### config.mk
export PLATFORM = sky130hd
export DESIGN_NAME = mem_lsu
export DESIGN_NICKNAME = d
export VERILOG_FILES = /design/src/rtl/bexkat1_mem_pkg.sv /design/src/rtl/mem_lane_align.sv /design/src/rtl/mem_lsu.sv
export SDC_FILE = /design/constraint.sdc
export NUM_CORES = 1
export LEC_CHECK = 0
export ABC_AREA = 1
export BUFFER_PORTS_ARGS = -buffer_cell sky130_fd_sc_hd__buf_2
export CORE_MARGIN = 1
export CORE_UTILIZATION = 45
export CTS_CLUSTER_SIZE = 28
export DETAILED_ROUTE_END_ITERATION = 7
export GPL_TIMING_DRIVEN = 0
export PLACE_DENSITY = 0.7
export SKIP_LAST_GASP = 1
export SLEW_MARGIN = 5
export SYNTH_ARGS = -nofsm -noshare
export SYNTH_HDL_FRONTEND = slang
export SYNTH_HIERARCHICAL = 1
export SYNTH_SLANG_ARGS = --single-unit
### constraint.sdc
create_clock -name clk_i -period 18.65 [get_ports clk_i]
set_input_delay 3.73 -clock clk_i [delete_from_list [all_inputs] [get_ports clk_i]]
set_output_delay 3.73 -clock clk_i [all_outputs]
set_load 0.02 [all_outputs]
### src/rtl/bexkat1_mem_pkg.sv
// bexkat1 memory-stage shared types.
// Ops, access sizes, fault codes and LSU state.
package bexkat1_mem_pkg;

  typedef enum logic [2:0] {
    MOP_NONE, MOP_LOAD, MOP_STORE, MOP_PUSH,
    MOP_POP, MOP_JSR, MOP_RTS, MOP_EXC
  } mem_op_t;

  typedef enum logic [1:0] {SZ_B, SZ_H, SZ_W, SZ_D} mem_size_t;

  typedef enum logic [1:0] {S_IDLE, S_REQ, S_WAIT} state_t;

  localparam logic [1:0] FLT_BUS     = 2'd1;
  localparam logic [1:0] FLT_TIMEOUT = 2'd2;
  localparam logic [1:0] FLT_ALIGN   = 2'd3;

  function automatic logic is_write(mem_op_t op);
    return op inside {MOP_STORE, MOP_PUSH, MOP_JSR, MOP_EXC};
  endfunction

  // Only plain loads/stores carry a size; stack and control ops move words.
  function automatic mem_size_t eff_size(mem_op_t op, mem_size_t sz);
    return (op inside {MOP_LOAD, MOP_STORE}) ? sz : SZ_W;
  endfunction

endpackage

### src/rtl/mem_lane_align.sv
// Big-endian byte-lane steering for a DATA_W Wishbone bus.
// Byte 0 is the MSB lane; read side right-justifies and extends.
module mem_lane_align
  import bexkat1_mem_pkg::*;
#(
  parameter int DATA_W = 32
) (
  input  mem_size_t           size_i,
  input  logic [2:0]          addr_i,
  input  logic                sext_i,
  input  logic [DATA_W-1:0]   wdata_i,
  input  logic [DATA_W-1:0]   rdata_i,
  output logic [DATA_W/8-1:0] sel_o,
  output logic [DATA_W-1:0]   wdata_o,
  output logic [DATA_W-1:0]   rdata_o,
  output logic                misalign_o
);

  localparam int SEL_W = DATA_W / 8;
  localparam int IDX_W = $clog2(SEL_W);

  logic [IDX_W-1:0]  idx;
  logic [3:0]        nbytes;
  logic [3:0]        lsh;
  logic [6:0]        bsh;
  logic [SEL_W-1:0]  base_sel;
  logic [DATA_W-1:0] dmask;
  logic [DATA_W-1:0] rsh;
  logic              sign;

  assign idx = addr_i[IDX_W-1:0];

  always_comb begin
    nbytes     = 4'd1;
    base_sel   = '0;
    misalign_o = 1'b0;
    unique case (size_i)
      SZ_B: base_sel[0] = 1'b1;
      SZ_H: begin
        nbytes        = 4'd2;
        base_sel[1:0] = 2'b11;
        misalign_o    = addr_i[0];
      end
      SZ_W: begin
        nbytes        = 4'd4;
        base_sel[3:0] = 4'hf;
        misalign_o    = |addr_i[1:0];
      end
      SZ_D: begin
        nbytes     = 4'd8;
        base_sel   = '1;
        misalign_o = (DATA_W == 32) || (|addr_i);
      end
    endcase

    // Lane distance of the access from the LSB end of the bus.
    lsh = 4'(SEL_W) - 4'(idx) - nbytes;
    bsh = {lsh, 3'b000};

    dmask = '0;
    for (int i = 0; i < SEL_W; i++) begin
      dmask[i*8 +: 8] = {8{base_sel[i]}};
    end

    sel_o   = base_sel << lsh;
    wdata_o = (wdata_i & dmask) << bsh;
    rsh     = (rdata_i >> bsh) & dmask;

    sign = 1'b0;
    unique case (size_i)
      SZ_B: sign = rsh[7];
      SZ_H: sign = rsh[15];
      SZ_W: sign = rsh[31];
      SZ_D: sign = 1'b0;
    endcase

    rdata_o = (sext_i && sign) ? (rsh | ~dmask) : rsh;
  end

endmodule

### src/rtl/mem_lsu.sv
// bexkat1 memory stage: pipelined Wishbone master for loads,
// stores, stack ops and control transfers.
module mem_lsu
  import bexkat1_mem_pkg::*;
#(
  parameter  int DATA_W  = 32,
  parameter  int ADDR_W  = 32,
  parameter  int TIMEOUT = 255,
  localparam int SEL_W   = DATA_W / 8
) (
  input  logic              clk_i,
  input  logic              rst_i,
  input  logic              stall_i,
  output logic              stall_o,
  input  mem_op_t           op_i,
  input  mem_size_t         size_i,
  input  logic              sext_i,
  input  logic [ADDR_W-1:0] addr_i,
  input  logic [DATA_W-1:0] wdata_i,
  input  logic [DATA_W-1:0] result_i,
  input  logic [31:0]       pc_i,
  input  logic              pc_set_i,
  input  logic [1:0]        sp_write_i,
  output logic [DATA_W-1:0] result_o,
  output logic [31:0]       pc_o,
  output logic              pc_set_o,
  output logic [1:0]        sp_write_o,
  output logic              fault_o,
  output logic [1:0]        fault_code_o,
  output logic [ADDR_W-1:0] fault_addr_o,
  output logic              wb_cyc_o,
  output logic              wb_stb_o,
  output logic              wb_we_o,
  output logic [ADDR_W-1:0] wb_adr_o,
  output logic [SEL_W-1:0]  wb_sel_o,
  output logic [DATA_W-1:0] wb_dat_o,
  input  logic [DATA_W-1:0] wb_dat_i,
  input  logic              wb_ack_i,
  input  logic              wb_err_i,
  input  logic              wb_stall_i
);

  localparam int CNT_W = (TIMEOUT > 0) ? $clog2(TIMEOUT + 1) : 1;

  state_t            state;
  mem_op_t           op_q;
  mem_size_t         size_q;
  logic              sext_q;
  logic [ADDR_W-1:0] addr_q;
  logic [31:0]       tgt_q;
  logic [1:0]        spw_q;
  logic [CNT_W-1:0]  cnt;
  logic [CNT_W-1:0]  cnt_nxt;

  logic              idle;
  logic              resp;
  logic              tmo_hit;
  mem_size_t         in_size;
  mem_size_t         al_size;
  logic [2:0]        al_addr;
  logic [DATA_W-1:0] al_wsrc;
  logic [SEL_W-1:0]  al_sel;
  logic [DATA_W-1:0] al_wd;
  logic [DATA_W-1:0] al_rd;
  logic              al_mis;

  assign idle    = state == S_IDLE;
  assign in_size = eff_size(op_i, size_i);
  assign al_size = idle ? in_size : size_q;
  assign al_addr = idle ? addr_i[2:0] : addr_q[2:0];
  assign al_wsrc = (op_i inside {MOP_JSR, MOP_EXC}) ? DATA_W'(pc_i)
                                                    : wdata_i;

  // Strobe accepted this cycle, so a response may land with it.
  assign resp    = (state == S_WAIT) || (state == S_REQ && !wb_stall_i);
  assign cnt_nxt = cnt + 1'b1;
  assign tmo_hit = (TIMEOUT > 0) && (cnt_nxt == CNT_W'(TIMEOUT));

  mem_lane_align #(.DATA_W(DATA_W)) u_align (
    .size_i    (al_size),
    .addr_i    (al_addr),
    .sext_i    (sext_q),
    .wdata_i   (al_wsrc),
    .rdata_i   (wb_dat_i),
    .sel_o     (al_sel),
    .wdata_o   (al_wd),
    .rdata_o   (al_rd),
    .misalign_o(al_mis)
  );

  always_ff @(posedge clk_i or posedge rst_i) begin
    if (rst_i) begin
      state        <= S_IDLE;
      op_q         <= MOP_NONE;
      size_q       <= SZ_B;
      sext_q       <= 1'b0;
      addr_q       <= '0;
      tgt_q        <= '0;
      spw_q        <= '0;
      cnt          <= '0;
      stall_o      <= 1'b0;
      result_o     <= '0;
      pc_o         <= '0;
      pc_set_o     <= 1'b0;
      sp_write_o   <= '0;
      fault_o      <= 1'b0;
      fault_code_o <= '0;
      fault_addr_o <= '0;
      wb_cyc_o     <= 1'b0;
      wb_stb_o     <= 1'b0;
      wb_we_o      <= 1'b0;
      wb_adr_o     <= '0;
      wb_sel_o     <= '0;
      wb_dat_o     <= '0;
    end else begin
      fault_o <= 1'b0;
      unique case (state)
        S_IDLE: begin
          if (!stall_i) begin
            if (op_i == MOP_NONE) begin
              result_o   <= result_i;
              pc_o       <= pc_i;
              pc_set_o   <= pc_set_i;
              sp_write_o <= sp_write_i;
            end else if (al_mis) begin
              fault_o      <= 1'b1;
              fault_code_o <= FLT_ALIGN;
              fault_addr_o <= addr_i;
              pc_set_o     <= 1'b0;
              sp_write_o   <= '0;
            end else begin
              op_q       <= op_i;
              size_q     <= in_size;
              sext_q     <= sext_i;
              addr_q     <= addr_i;
              tgt_q      <= result_i[31:0];
              spw_q      <= sp_write_i;
              wb_cyc_o   <= 1'b1;
              wb_stb_o   <= 1'b1;
              wb_we_o    <= is_write(op_i);
              wb_adr_o   <= addr_i;
              wb_sel_o   <= al_sel;
              wb_dat_o   <= is_write(op_i) ? al_wd : '0;
              pc_set_o   <= 1'b0;
              sp_write_o <= '0;
              stall_o    <= 1'b1;
              state      <= S_REQ;
            end
          end
        end
        S_REQ, S_WAIT: begin
          if (resp && wb_err_i) begin
            wb_cyc_o     <= 1'b0;
            wb_stb_o     <= 1'b0;
            wb_we_o      <= 1'b0;
            fault_o      <= 1'b1;
            fault_code_o <= FLT_BUS;
            fault_addr_o <= addr_q;
            pc_set_o     <= 1'b0;
            sp_write_o   <= '0;
            stall_o      <= 1'b0;
            state        <= S_IDLE;
          end else if (resp && wb_ack_i) begin
            wb_cyc_o   <= 1'b0;
            wb_stb_o   <= 1'b0;
            wb_we_o    <= 1'b0;
            pc_set_o   <= 1'b0;
            sp_write_o <= spw_q;
            stall_o    <= 1'b0;
            state      <= S_IDLE;
            unique case (op_q)
              MOP_LOAD, MOP_POP: result_o <= al_rd;
              MOP_RTS: begin
                pc_o     <= al_rd[31:0];
                pc_set_o <= 1'b1;
              end
              MOP_JSR: begin
                pc_o     <= tgt_q;
                pc_set_o <= 1'b1;
              end
              MOP_EXC: begin
                pc_o       <= tgt_q;
                pc_set_o   <= 1'b1;
                sp_write_o <= 2'h3;
              end
              default: ;
            endcase
          end else if (state == S_REQ) begin
            if (!wb_stall_i) begin
              wb_stb_o <= 1'b0;
              cnt      <= '0;
              state    <= S_WAIT;
            end
          end else if (tmo_hit) begin
            wb_cyc_o     <= 1'b0;
            wb_stb_o     <= 1'b0;
            wb_we_o      <= 1'b0;
            fault_o      <= 1'b1;
            fault_code_o <= FLT_TIMEOUT;
            fault_addr_o <= addr_q;
            pc_set_o     <= 1'b0;
            sp_write_o   <= '0;
            stall_o      <= 1'b0;
            cnt          <= cnt_nxt;
            state        <= S_IDLE;
          end else begin
            cnt <= cnt_nxt;
          end
        end
        default: begin
          stall_o <= 1'b0;
          state   <= S_IDLE;
        end
      endcase
    end
  end

endmodule

==> impl_metrics.tcl <==
set metrics [dict create \
    layout_common_cells "nand2_1, buf_2, o21ai_0" \
    reg2regPathDepth 23 \
    routed_wl_um 46010 \
    critPathLaunchType "input pin" \
    core_area_um2 27250 \
    hold_class "register to register" \
    holdPathEnd "tgt_q[14]" \
    drtPass1Iterations 5 \
    cts_hold_buf 0 \
    path_clk_slew_ps 60 \
    final_nets 2304 \
    die-area_um2 28750 \
    r2r_slack_ps 13450 \
    io_pins 349 \
    critPathMaxFanout 10 \
    syn_inst 1743 \
    first_iter_violations 1054 \
    max_freq_mhz 123.2 \
    clockBufferDepth 3 \
    ys_warn_count 6 \
    tns_ps 0 \
    tightest_slew_ps 861.8 \
    clk_latency_ps 550 \
    cp-startpoint "op_i[2]" \
    setup_viol 0 \
    ant_nets 0 \
    num_rows 60 \
    slew_headroom 0.4194 \
    maxSlewViolCount 0 \
    status "completed" \
    skew_ps 14.04 \
    cts.sinks 224 \
    rsz0062_at_grt "no" \
    syn_area_um2 12640 \
    die_x_um 169.6 \
    r2r-end "pc_o[28]" \
    path_class "input pin to register" \
    min_period_ps 8117 \
    syn-mean-instance-area_um2 7.249 \
    drc 0 \
    grt_pass1_vias 12600 \
    grt_antenna_before_repair 8 \
    hpwl_um 36270 \
    port_buffers 348 \
    areaGrowthSynthToFinish_pct 24.63 \
    min_from "tgt_q[14]" \
    cts_resized 0 \
    initial_core_util 0.4637 \
    layout-drive-gt1-share 0.2362 \
    grt_util_all_layers 0.3153 \
    fin_crit_sh 0.4352 \
    regToRegStartpoint "state[0]" \
    wl_per_cell_um 18.30 \
    grt_max_degree 81 \
    cts_setup_buffers 0 \
    via_per_inst 5.223 \
    die_y_um 169.6 \
    h-tree-depth 1 \
    cts_root_buffer "clkbuf_16" \
    hold_viol_final 0 \
    cp-end-kind "register" \
    worstPathRequired_ps 19070 \
    cts_tree "yes" \
    overflow 0 \
    mostFrequentLayoutCell "nand2_1" \
    vias 13140 \
    syn-num-nets 1927 \
    grt_pass1_wl_um 69250 \
    cts_buffers 25 \
    max-cap-violations 0 \
    cp.arrival_ps 8540 \
    gp_congestion 0.9546 \
    min_path_cells 2 \
]
## per-layer routing
layer	GRT usage	up-vias	share of wire
met1	0.4274	6204	0.43
met5	0	-	0.00083
met4	0.1206	6	0.036
met2	0.5012	532	0.45
li1	-	6291	-
met3	0.05784	104	0.078
## final cells by class
class	count	area (um^2)
Clock inverter	13	147.6
Multi-Input combinational cell	1151	5550
Antenna cell	5	12.51
Clock buffer	32	681.9
Fill cell	2699	11500
Sequential cell	224	5605
Timing Repair Buffer	350	1797
Buffer	98	466.7
Tap cell	372	465.4
Inverter	270	1021
## critical path, stage by stage
cell and delay (ps):
buf_2 130, inv_1 80, o21ai_0 80, a21oi_1 160, nand2_1 110, o21ai_0 690
inv_1 220, nor2_1 220, xor2_1 170, ha_1 170, inv_1 50, fa_1 480
nand2_1 270, clkinv_1 390, nand3_1 220, nand3_1 80, nand2_1 80, inv_2 40
nand2_2 170, buf_6 170, nand2_1 70, o21ai_0 370, o21ai_0 170, nand2_1 130
o21ai_0 90
## how the worst max path moves through the flow
stage,slack [ps],to,cells after the start
2_1_floorplan,8790,addr_q[0],1
3_3_place_gp,6190,addr_q[3],2
3_5_place_dp,10160,pc_o[3],24
4_1_cts,10700,pc_o[27],25
5_1_grt,10210,pc_o[2],24
6_report,10530,pc_o[28],25
## sequential cells by signal (all words and copies together) (netlist names), 2 cells and up
signal / cells
pc_o: 32
op_q: 3
wb_sel_o: 4
addr_q: 32
size_q: 2
fault_addr_o: 32
fault_code_o: 2
result_o: 32
state: 2
wb_dat_o: 32
sp_write_o: 2
cnt: 8
tgt_q: 32
spw_q: 2
## through the flow
stage               hold slack (ps)  setup slack, ps  area [um^2]  std cells  utilization
finish                        467.3            10530        15750       2515       0.5779
CTS                           469.7            10700        15740       2510       0.5774
global placement              448.0             6189        14840       2463       0.5447
global route                  477.7            10210        15740       2513       0.5777
detailed placement            453.5            10160        14910       2465       0.5470
floorplan                     436.7             8786        12640       1743            -
Power is left out: the tool's default activity adds up to more than one toggle a clock period on the data nets, which glitch-free logic cannot reach.
